<file path="config.mk">
export PLATFORM = sky130hd
export DESIGN_NAME = uart_tx_arbiter_flat
export DESIGN_NICKNAME = d
export VERILOG_FILES = /design/src/rtl/uart_tx_arbiter_if.sv /design/src/rtl/uart_tx_arbiter.sv /design/src/flat_wrapper.sv
export SDC_FILE = /design/constraint.sdc
export NUM_CORES = 1
export LEC_CHECK = 0
export CAP_MARGIN = 20
export CORE_ASPECT_RATIO = 0.9
export CORE_MARGIN = 8
export CORE_UTILIZATION = 49
export DETAILED_ROUTE_END_ITERATION = 16
export PLACE_DENSITY_LB_ADDON = 0.08
export SYNTH_ARGS = -nofsm -noshare
export SYNTH_HDL_FRONTEND = slang
export SYNTH_SLANG_ARGS = --single-unit
export TNS_END_PERCENT = 1
</file>
<file path="constraint.sdc">
create_clock -name clk -period 2.5 [get_ports clk]
set_input_delay 0.375 -clock clk [delete_from_list [all_inputs] [get_ports clk]]
set_output_delay 0.375 -clock clk [all_outputs]
set_load 0.02 [all_outputs]
</file>
<file path="src/rtl/uart_tx_arbiter_if.sv">
// uart_tx_arbiter_if: requester handshakes, the UART_Tx byte-engine link and
// the status outputs of uart_tx_arbiter, bundled into one interface.
// slave  = arbiter side, master = requesters/UART_Tx/observer side.
interface uart_tx_arbiter_if;
  logic        req0_valid;
  logic [31:0] req0_data;
  logic        req0_ready;
  logic        req1_valid;
  logic [31:0] req1_data;
  logic        req1_ready;
  logic        grant_id;
  logic        busy;
  logic        tx_dv;
  logic [7:0]  tx_byte;
  logic        tx_active;
  logic        tx_done;
  logic [15:0] words_sent;

  modport slave (
    input  req0_valid, req0_data, req1_valid, req1_data, tx_active, tx_done,
    output req0_ready, req1_ready, grant_id, busy, tx_dv, tx_byte, words_sent
  );

  modport master (
    output req0_valid, req0_data, req1_valid, req1_data, tx_active, tx_done,
    input  req0_ready, req1_ready, grant_id, busy, tx_dv, tx_byte, words_sent
  );
endinterface

</file>
<file path="src/rtl/uart_tx_arbiter.sv">
// uart_tx_arbiter: shares one UART_Tx byte engine between two 32-bit word
// requesters. A granted word is sent LSB byte first as four UART_Tx
// transfers, with GAP_CLKS idle clocks after each byte's tx_done.
// Build option: define UART_ARB_FIXED_PRIORITY_EN so requester 0 always wins
// a tie; by default ties are resolved round-robin.
//
// state | meaning
// IDLE  | no word held; arbitrate once UART_Tx is quiet
// SEND  | pulse tx_dv with byte byte_cnt of word_buf
// WAIT  | byte in flight, waiting for tx_done
// GAP   | idle clocks after a byte before the next decision
module uart_tx_arbiter #(
  parameter logic [15:0] GAP_CLKS = 16'd16,
  parameter int          GAP_BITS = 16
) (
  input logic              clk,
  input logic              reset,
  uart_tx_arbiter_if.slave bus
);

  localparam logic [1:0] IDLE = 2'd0;
  localparam logic [1:0] SEND = 2'd1;
  localparam logic [1:0] WAIT = 2'd2;
  localparam logic [1:0] GAP  = 2'd3;

  localparam logic [GAP_BITS-1:0] GAP_ONE  = 1;
  localparam logic [GAP_BITS-1:0] GAP_LAST = GAP_BITS'(GAP_CLKS) - GAP_ONE;

  logic [1:0]          state;
  logic [1:0]          byte_cnt;
  logic [GAP_BITS-1:0] gap_cnt;
  logic [31:0]         word_buf;
  logic                pick;
  logic                step;
`ifndef UART_ARB_FIXED_PRIORITY_EN
  logic                last_grant;
`endif

  // Choose which requester wins if a grant happens this cycle.
  always_comb begin
    pick = 1'b0;
`ifdef UART_ARB_FIXED_PRIORITY_EN
    pick = !bus.req0_valid;
`else
    pick = bus.req1_valid && (!bus.req0_valid || !last_grant);
`endif
  end

  // A byte is fully finished (gap included); decide next byte or word end.
  always_comb begin
    step = 1'b0;
    if (state == WAIT && bus.tx_done && GAP_CLKS == 16'd0) step = 1'b1;
    if (state == GAP && gap_cnt == GAP_LAST) step = 1'b1;
  end

  // Arbitration, byte sequencing and gap timing.
  always_ff @(posedge clk) begin
    if (reset) begin
      state          <= IDLE;
      byte_cnt       <= 2'd0;
      gap_cnt        <= '0;
      word_buf       <= 32'h0;
      bus.req0_ready <= 1'b0;
      bus.req1_ready <= 1'b0;
      bus.grant_id   <= 1'b0;
      bus.busy       <= 1'b0;
      bus.tx_dv      <= 1'b0;
      bus.tx_byte    <= 8'h00;
      bus.words_sent <= 16'h0;
`ifndef UART_ARB_FIXED_PRIORITY_EN
      last_grant     <= 1'b1;
`endif
    end else begin
      bus.req0_ready <= 1'b0;
      bus.req1_ready <= 1'b0;
      bus.tx_dv      <= 1'b0;
      case (state)
        IDLE: begin
          // Hold off while a byte from an abandoned word may still be shifting.
          if (!bus.tx_active && (bus.req0_valid || bus.req1_valid)) begin
            word_buf       <= pick ? bus.req1_data : bus.req0_data;
            bus.req0_ready <= !pick;
            bus.req1_ready <= pick;
            bus.grant_id   <= pick;
            bus.busy       <= 1'b1;
            byte_cnt       <= 2'd0;
            state          <= SEND;
`ifndef UART_ARB_FIXED_PRIORITY_EN
            last_grant     <= pick;
`endif
          end
        end
        SEND: begin
          if (!bus.tx_active) begin
            bus.tx_dv   <= 1'b1;
            bus.tx_byte <= word_buf[{byte_cnt, 3'b000} +: 8];
            state       <= WAIT;
          end
        end
        WAIT: begin
          if (bus.tx_done && GAP_CLKS != 16'd0) begin
            gap_cnt <= '0;
            state   <= GAP;
          end
        end
        GAP: begin
          gap_cnt <= gap_cnt + GAP_ONE;
        end
        default: state <= IDLE;
      endcase

      if (step) begin
        if (byte_cnt == 2'd3) begin
          bus.words_sent <= bus.words_sent + 16'd1;
          bus.busy       <= 1'b0;
          state          <= IDLE;
        end else begin
          byte_cnt <= byte_cnt + 2'd1;
          state    <= SEND;
        end
      end
    end
  end

endmodule

</file>
<file path="src/flat_wrapper.sv">
// flat-port wrapper written by rule: the top's interface ports become plain ports
module uart_tx_arbiter_flat 
#(
  parameter logic [15:0] GAP_CLKS = 16'd16,
  parameter int          GAP_BITS = 16
)
  (clk, reset, bus_req0_valid, bus_req0_data, bus_req1_valid, bus_req1_data, bus_tx_active, bus_tx_done, bus_req0_ready, bus_req1_ready, bus_grant_id, bus_busy, bus_tx_dv, bus_tx_byte, bus_words_sent);
  uart_tx_arbiter_if bus_i ();
  input logic clk;
  input logic reset;
  input wire logic [$bits(bus_i.req0_valid)-1:0] bus_req0_valid;
  input wire logic [$bits(bus_i.req0_data)-1:0] bus_req0_data;
  input wire logic [$bits(bus_i.req1_valid)-1:0] bus_req1_valid;
  input wire logic [$bits(bus_i.req1_data)-1:0] bus_req1_data;
  input wire logic [$bits(bus_i.tx_active)-1:0] bus_tx_active;
  input wire logic [$bits(bus_i.tx_done)-1:0] bus_tx_done;
  output wire logic [$bits(bus_i.req0_ready)-1:0] bus_req0_ready;
  output wire logic [$bits(bus_i.req1_ready)-1:0] bus_req1_ready;
  output wire logic [$bits(bus_i.grant_id)-1:0] bus_grant_id;
  output wire logic [$bits(bus_i.busy)-1:0] bus_busy;
  output wire logic [$bits(bus_i.tx_dv)-1:0] bus_tx_dv;
  output wire logic [$bits(bus_i.tx_byte)-1:0] bus_tx_byte;
  output wire logic [$bits(bus_i.words_sent)-1:0] bus_words_sent;
  assign bus_i.req0_valid = bus_req0_valid;
  assign bus_i.req0_data = bus_req0_data;
  assign bus_i.req1_valid = bus_req1_valid;
  assign bus_i.req1_data = bus_req1_data;
  assign bus_i.tx_active = bus_tx_active;
  assign bus_i.tx_done = bus_tx_done;
  assign bus_req0_ready = bus_i.req0_ready;
  assign bus_req1_ready = bus_i.req1_ready;
  assign bus_grant_id = bus_i.grant_id;
  assign bus_busy = bus_i.busy;
  assign bus_tx_dv = bus_i.tx_dv;
  assign bus_tx_byte = bus_i.tx_byte;
  assign bus_words_sent = bus_i.words_sent;
  uart_tx_arbiter #(.GAP_CLKS(GAP_CLKS), .GAP_BITS(GAP_BITS)) u_core (.clk(clk), .reset(reset), .bus(bus_i));
endmodule
</file>
# Yosys cells after proc, flatten, opt, wreduce, memory -nomap -nowiden

Index checks and enable logic that the tools add are counted.
Widths: inputs -> output; s select.

Output and inout bits: 29
Flip-flop bits (word level): 82
Input bits: 70

Multiplexer cells: 19
Reductions and logical operators: 19
Add/subtract/negate cells: 3
Bitwise gates (word level): 4
Shifts and indexed selects: 1
Equal/unequal tests: 9

Operators with widths:

| kind                  | number |
|---|---|
| $add 16x1->16 const B | 2 |
| $mux 32               | 1 |
| $pmux 16 s2           | 1 |
| $shiftx 32x6->8       | 1 |
| $eq 16x4->1 const B   | 1 |
| $mux 16               | 1 |
| $mux 2                | 8 |
| $reduce_and 2->1      | 4 |
| $mux 1                | 7 |
| $eq 2x2->1 const B    | 3 |
| $ne 3x2->1 const B    | 2 |
| $pmux 2 s3            | 1 |
| $logic_not 1->1       | 4 |
| $not 1->1             | 4 |
| $reduce_and 4->1      | 1 |
| $reduce_bool 4->1     | 1 |
| $logic_and 1x1->1     | 3 |
| $ne 3x1->1 const B    | 1 |
| $reduce_or 3->1       | 1 |
| $add 2x1->2 const B   | 1 |
| $eq 2x1->1 const B    | 1 |
| $logic_not 2->1       | 1 |
| $logic_or 1x1->1      | 2 |
| $ne 2x2->1 const B    | 1 |
| 2 further kinds       | 2 |

# Logic depth before layout (Yosys ltp)

Word-level depth: 6
Depth in mapped cells: 8
Mapped depth without buffers: 6

# Worst setup path after synthesis

No wires, ideal clock.

Path kind: register -> register
From: reg u_core.gap_cnt[13]
To: reg u_core.bus.words_sent[11]
Library setup time: 0.132 ns
Setup slack: 0.178 ns
Data required time: 2.368 ns
Cell stages (with the launch flop): 8
Arrival time: 2.190 ns
Cells stage by stage: dfxtp_1 or4b_1 or4_1 buf_2 buf_6 buf_2 o41ai_1 a21oi_1

Longest elaborated chain between the ends: 4

RTL lines:

| item                       | line                     | source |
|---|---|---|
| from (decl)                | uart_tx_arbiter.sv:31    | `logic [GAP_BITS-1:0] gap_cnt;` |
| from (signal assigned)     | uart_tx_arbiter.sv:107   | `gap_cnt <= gap_cnt + GAP_ONE;` |
| $eq 16x4->1                | uart_tx_arbiter.sv:53    | `if (state == GAP && gap_cnt == GAP_LAST) step = 1'b1;` |
| $logic_and 1x1->1          | uart_tx_arbiter.sv:53    |  |
| $mux 1                     | uart_tx_arbiter.sv:53    |  |
| $reduce_and 2->1 (no line) | -                        |  |
| to (signal assigned)       | uart_tx_arbiter.sv:114   | `bus.words_sent <= bus.words_sent + 16'd1;` |
| to (decl)                  | uart_tx_arbiter_if.sv:21 | `output req0_ready, req1_ready, grant_id, busy, tx_dv, tx_byte, words_sent` |

No other way between the ends.
A chain may end at the register's enable or synchronous reset.

# Final worst setup path

From: reg u_core.gap_cnt[6]
To: reg u_core.bus.words_sent[12]

The elaborated chain is that of the path after synthesis.

==> summary.txt <==
Critical path
  • Reg2reg start: u_core.gap_cnt[6]$_SDFFE_PP0P_
  • Critical Path Fanout Max: 34
  • Arrival time worst endpoint: 2.64 ns
  • Critical path depth: 5
  • CP required: between 2 and 3 ns
  • Slowest stage cell, crit path: or4_1
  • Crit path kind: flip-flop to flip-flop
  • Bufs and invs on worst path: 1
  • R2R depth: 5
  • Worst-path cell chain: or4_1 -> or4_4 -> buf_8 -> or4_1 -> a21oi_1
  • CP Capture Type: flip-flop
  • Critical path startpoint category: flip-flop
  • Critical path's most frequent cell: or4_1
  • Crit-path max cell delay: around 0.58 ns
  • R2R setup slack: 0.14 ns
  • Delay-heaviest family, CP: simple AND/OR/NAND/NOR gates
  • FF-to-FF End: u_core.bus.words_sent[12]$_SDFFE_PP0P_
  • Worst setup path startpoint: u_core.gap_cnt[6]$_SDFFE_PP0P_

Pwr
  • Leakage Power: around 1.8 nW
  • Peak supply drop: 299.3 uV
  • PD cells: 607.5 mW/mm^2

Drt
  • Final antenna-violating net count: 0
  • Final wirelength: just under 10000 um
  • Via/cell ratio: 5.634
  • Drt first pass iters: 4
  • Residual DRC: 0
  • Initial drt markers: 174
  • DR vias: between 3000 and 4000
  • Wire per inst: between 15 and 20 um

Synth
  • Area leader, netlist: dfxtp_1
  • Syn Nets: slightly above 500
  • Area share of the largest cell type after synthesis: 42.09%
  • Post-synth top cells: dfxtp_1, nor2_1, a21oi_1, mux2i_1, a211oi_1
  • Compound-cell area share of the yosys netlist: between 15 and 20%
  • Top post-synthesis cells by area: dfxtp_1, mux2i_1, a211oi_1, mux4_2, a21oi_1
  • Combinational family with the most area after synthesis: simple AND/OR/NAND/NOR gates
  • XOR/XNOR Fraction of Synth Area: 1.572%
  • Flops & latches, synth: 82
  • Total number of yosys warnings: 0
  • Adder-Cell Fraction of Synth Area: under 10%
  • Number of flops mapped to enable cells by yosys: 0
  • Simple-gate portion of the synthesized area: between 20% and 30%
  • Post-synth ARST share: 0%
  • Synth cell types: between 40 and 50
  • Synthesized area: a little under 0.004 sq mm
  • Main synth FF type: dfxtp_1
  • Count leader, synth: dfxtp_1
  • Post-synthesis average cell area: 9.112 sq um
  • Share of the yosys chip area belonging to registers: 42.09%
  • Multiplexer area fraction after synthesis: about 14%
  • Cells after synthesis: about 430

STA
  • Final period utilization: a little over nine tenths
  • Clock skew: between 0.006 and 0.007 ns
  • Min Tclk post-route: roughly 2.4 ns
  • Worst hold margin: 0.3080 ns
  • F_max: roughly 420 MHz
  • Final setup margin: between 0.1 and 0.15 ns
  • Final Hold Viols: 0
  • Rel. slew slack: 54.88%
  • Final setup fails: 0
  • Final slew viol count: 0
  • Unrepaired setup endpoints after global routing: false
  • Worst-Margin Slew: 0.6769 ns
  • Setup_tns: 0 ns

Global route
  • Initial antenna violation count: 0
  • Largest net degree at the start of global routing: just under 70
  • First-pass GRT wire length: 15680 um
  • GRT overflow: 0
  • GRT Max-Usage Layer: met2
  • Vias in the first global route: ~3200
  • Total GRT Usage: about 18%
  • Grt met1 use: ~25%
  • Met2 Resource Use GR: roughly 26%
  • Met3 usage: between 5 and 6%

Floorplanning
  • Row count: 31
  • IO Count: 99
  • Core area: around 0.0079 sq mm
  • Die Footprint: around 0.011 sq mm
  • Die width: 110.0 um
  • Die Height: a little over 100 um
  • Initial core utilization: about half

Clock network
  • Reg clk slew, reported paths: around 0.080 ns
  • CTS max path bufs: 2
  • H-tree lvl count: 3
  • Clock tree from TritonCTS: done
  • CTS root buffer: clkbuf_8
  • Num CTS Buffers: 9
  • CTS Sinks: slightly above 80
  • Clock Latency Late Sink: about 0.35 ns

Min path
  • Hold_sp: reset
  • Hold depth: 3
  • Worst Hold End: u_core.last_grant$_SDFFE_PP1P_
  • HP Class: input port to flip-flop

Placement
  • Final GP Congestion: ~0.83
  • Post-place setup slack: about 0.12 ns
  • Port-buffer cells: 98
  • DP HPWL: 7265 um

Cells and area
  • Fin nets: around 600
  • Layout cells sized above 1: about 7.5%
  • Final core utilization: roughly 67%
  • ANT cells: 0
  • P&R area growth vs syn: 34.49%

Run status
  • Outcome: completed

Run
  • Max cap viols: 0
==> sequential cells by signal (all words and copies together) (netlist names) <==
register / cells
u_core.bus.busy: 1
u_core.last_grant: 1
u_core.bus.req1_ready: 1
u_core.bus.tx_byte: 8
u_core.bus.tx_dv: 1
u_core.byte_cnt: 2
u_core.bus.words_sent: 16
u_core.state: 2
u_core.bus.req0_ready: 1
u_core.word_buf: 32
u_core.bus.grant_id: 1
u_core.gap_cnt: 16
==> layout make-up <==
| type | instances | area [sq um] |
|---|---|---|
| Clock buffer | 10 | 137.6 |
| Sequential cell | 82 | 1643 |
| Tap cell | 99 | 123.9 |
| Timing Repair Buffer | 109 | 1091 |
| Fill cell | 670 | 2629 |
| Multi-Input combinational cell | 311 | 2133 |
| Inverter | 7 | 26.28 |
| Clock inverter | 3 | 90.09 |
==> cell usage in the layout (no fill, tap or decap), types with 10 or more instances in the layout <==
cell	netlist	layout
o21ai_0	12	12
nand4_1	11	11
mux2i_1	34	34
nand2_1	30	30
nor2_1	45	45
a21oi_1	34	34
or3_1	11	11
clkbuf_8	0	10
o31ai_1	13	13
nand3_1	12	12
or4_1	15	14
dfxtp_1	82	81
a211oi_1	33	33
clkdlybuf4s50_1	0	97
==> through the flow <==
step,instance area [sq um],std cells,power [mW]
2_1_floorplan,3900,428,1.853
3_3_place_gp,5005,608,2.084
3_5_place_dp,5005,608,2.101
4_1_cts,5233,621,3.214
5_1_grt,5245,621,3.338
6_report,5245,621,3.187
==> metal layers <==
layer	part of all wire, %	wire, um
met4	0.98	95
met5	0	0
met3	6.8	655
met2	46	4419
met1	47	4527
==> tightest hold or removal path: cells and delay by family <==
| family | cells | cell delay [ns] |
|---|---|---|
| simple gates | 1 | 0.08 |
| buf+inv | 2 | 0.18 |
==> worst max-delay path by stage <==
stage                                                   to  slack [ns]
floorplan           u_core.bus.words_sent[11]$_SDFFE_PP0P_        0.18
global placement     u_core.bus.words_sent[5]$_SDFFE_PP0P_        0.15
detailed placement   u_core.bus.words_sent[8]$_SDFFE_PP0P_        0.12
CTS                 u_core.bus.words_sent[12]$_SDFFE_PP0P_        0.09
global route         u_core.bus.words_sent[8]$_SDFFE_PP0P_        0.01
finish              u_core.bus.words_sent[12]$_SDFFE_PP0P_        0.14
==> cells by family (layout without fill, tap and decap cells) <==
group	count (synthesis)	in the layout
flip-flops	82	82
multiplexers	43	43
buffers and inverters	35	129
adder cells (fa/ha/maj)	7	7
XOR/XNOR	7	7
AND/OR/NAND/NOR	154	154
AO/OA/AOI/OAI	100	100
==> power by group <==
part | leakage (nW) | total, mW | switching (mW) | internal [mW]
combinational | 1.02 | 0.592 | 0.288 | 0.305
sequential | 0.669 | 1.48 | 0.0666 | 1.41
clock | 0.114 | 1.12 | 0.441 | 0.675
total | 1.80 | 3.19 | 0.796 | 2.39
==> repair_timing <==
item	in CTS	in global routing
gates resized for setup	0	4
setup buffers	0	0
hold buffers	0	0
endpoints found under the setup margin	0	7
No activity file was read; power rests on OpenSTA's default activity.
==> patch, RTL diff (same settings) <==
`GAP_BITS` is set to 16 in 2 places; all go to 12.
--- a/src/rtl/uart_tx_arbiter.sv
+++ b/src/rtl/uart_tx_arbiter.sv
@@ -13,3 +13,3 @@
   parameter logic [15:0] GAP_CLKS = 16'd16,
-  parameter int          GAP_BITS = 16
+  parameter int          GAP_BITS = 12
 ) (
--- a/src/flat_wrapper.sv
+++ b/src/flat_wrapper.sv
@@ -4,3 +4,3 @@
   parameter logic [15:0] GAP_CLKS = 16'd16,
-  parameter int          GAP_BITS = 16
+  parameter int          GAP_BITS = 12
 )
Behaviour: no difference found for any inputs over 10 cycles, from zero or initial values and one cycle with reset high; that may be too few to reach the edited logic, so the function may still have changed.
==> patch against the unedited design <==
- non-clock buffer count is 5 lower
- setup slack better by 0.30 ns
- core utilization is 0.20 points higher
- routed wire length is 9.2% lower
- synthesized area is 5.4% lower
- sequential cell count is 4 lower
- synthesized cell count is 7.0% lower
- first-iteration DRC count is 47% lower
- fmax is 14% higher
- count of clock-buffer cells in the layout is 1 lower
- cell area is 5.3% lower
- power is 8.7% higher
- critical endpoint is now u_core.bus.words_sent[7]$_SDFFE_PP0P_
- highest routed layer unchanged
==> patch: results (changes against the unedited design) <==
Power and ir drop
The maximum VDD drop came to 0.000338 V (was 0.000299 V). The static leakage is 0.00172 uW (was 0.00180 uW).

STA
The setup skew after layout came to 0.0112 ns (was 0.00697 ns). The pin slew with the least headroom to its limit is 0.664 ns (was 0.677 ns).

Synth
Synth area leaders: dfxtp_1, mux2i_1, a211oi_1, nor2_1, mux4_2 (was dfxtp_1, mux2i_1, a211oi_1, mux4_2, a21oi_1). The post-synthesis share of cell area spent on xor and xnor gates is 2.61% (was 1.57%). The number of flops mapped to enable cells by yosys is 0 (unchanged).

The unique cell type count in the Yosys netlist is 45 (was 41). The share of synthesized area spent on multiplexers is 14.4% (was 13.6%). The share of the synthesized area in compound gates (AO/OA/AOI/OAI) is 14.7% (was 16.4%). The part of the Yosys area used for sequential elements is 42.3% (was 42.1%). Post-synth top cells: dfxtp_1, nor2_1, mux2i_1, a211oi_1, nand2_1 (was dfxtp_1, nor2_1, a21oi_1, mux2i_1, a211oi_1). The post-synthesis adder-cell area fraction was 2.37% (was 2.25%).

GRT
The wire length of the first global-routing pass is 15100 um (was 15700 um). The maximum number of pins on one net before global-route repair is 69 (was 68). The via count of the first global-routing pass is 3287 (was 3207). The global-route total usage across every layer is 17.6% (was 17.9%).

Routing
The number of DRC violations after detailed-routing iteration 0 is 93 (was 174). The routed via count is 3221 (was 3499). The final routed wire length divided by cell count is 15.0 um (was 15.6 um).

Cells and area
The share of cells above drive strength 1 was 7.74% (was 7.47%). Largest registers ranked by flip-flop count: u_core.word_buf: 32 flops, u_core.bus.words_sent: 16 flops, u_core.gap_cnt: 12 flops (was u_core.word_buf: 32 flops, u_core.bus.words_sent: 16 flops, u_core.gap_cnt: 16 flops). The final net count is 563 (was 597).

Worst setup path
The launching point of the worst reg2reg path is u_core.state[0]$_SDFFE_PP0P_ (was u_core.gap_cnt[6]$_SDFFE_PP0P_). The endpoint arrival time on the critical path is 2.35 ns (was 2.64 ns). The maximum net fanout on the critical path is 17 (was 34). The worst-case register-to-register setup slack is 0.44 ns (was 0.14 ns).

Place
The placed cell area was 4760 um^2 (was 5000 um^2). The HPWL reported at the end of detailed placement came to 6530 um (was 7260 um). The final weighted congestion of routability-driven global placement is 0.813 (was 0.825).

Clock network
The H-tree depth reported by CTS is 3 (unchanged).

Status
Result of the run: complete, no violations (unchanged).
patch: through the flow:
stage          power, uW  worst slack, ns  cells  hold slack, ns
2_1_floorplan       2190            0.809    398           0.434
3_3_place_gp        2510            0.525    571           0.446
3_5_place_dp        2540            0.445    571           0.449
4_1_cts             3490            0.425    587           0.363
5_1_grt             3690            0.245    587           0.385
6_report            3470            0.435    587           0.359
patch: how the worst max path moves through the flow:
stage | start | to | slack [ns] | cells past startpoint
after floorplan | u_core.bus.words_sent[5]$_SDFFE_PP0P_ | u_core.bus.words_sent[15]$_SDFFE_PP0P_ | 0.81 | 5
after global placement | bus_tx_active | u_core.state[0]$_SDFFE_PP0P_ | 0.53 | 5
after detailed placement | u_core.state[0]$_SDFFE_PP0P_ | u_core.bus.words_sent[7]$_SDFFE_PP0P_ | 0.44 | 5
after CTS | u_core.state[0]$_SDFFE_PP0P_ | u_core.bus.words_sent[7]$_SDFFE_PP0P_ | 0.42 | 5
after global routing | u_core.state[0]$_SDFFE_PP0P_ | u_core.bus.words_sent[5]$_SDFFE_PP0P_ | 0.24 | 5
final | u_core.state[0]$_SDFFE_PP0P_ | u_core.bus.words_sent[7]$_SDFFE_PP0P_ | 0.44 | 5
patch: cell type report:
class / instances / area (um^2)
fillers: 601 / 2470
multi-input cells: 287 / 2010
flip-flops and latches: 78 / 1560
repair buffers: 104 / 1050
clock buffers: 9 / 124
well taps: 96 / 120
clock inverters: 7 / 80.1
inverters: 6 / 22.5
patch: report_power, final:
| group | switching (uW) | internal, uW | leakage [uW] |
|---|---|---|---|
| clock network | 493 | 475 | 0.000102 |
| registers | 119 | 1430 | 0.000636 |
| logic | 490 | 462 | 0.000978 |
| total | 1100 | 2360 | 0.00172 |
patch: logic make-up after synthesis:
family | Yosys count
muxes | 43
AOI/OAI and AO/OA | 83
DFF | 78
and+or+nand+nor | 143
xor gates and xnor gates | 11
buffers and inverters | 33
adders and majority gates | 7
patch: per-layer routing:
layer / GRT usage (%) / vias up / part of all wire [%]
met3: 6.12 / 9 / 5.4
li1: - / 1634 / -
met2: 31.4 / 71 / 52
met1: 19.2 / 1507 / 42
met5: 0 / - / 0
met4: 4.58 / 0 / 0.91
patch: worst max-delay path, delay by kind of cell, from the launching register on:
kind,cells,cell delay (ns)
compound gates,1,0.15
fa+ha+maj,1,0.24
flops,1,0.39
simple gates,3,1.22
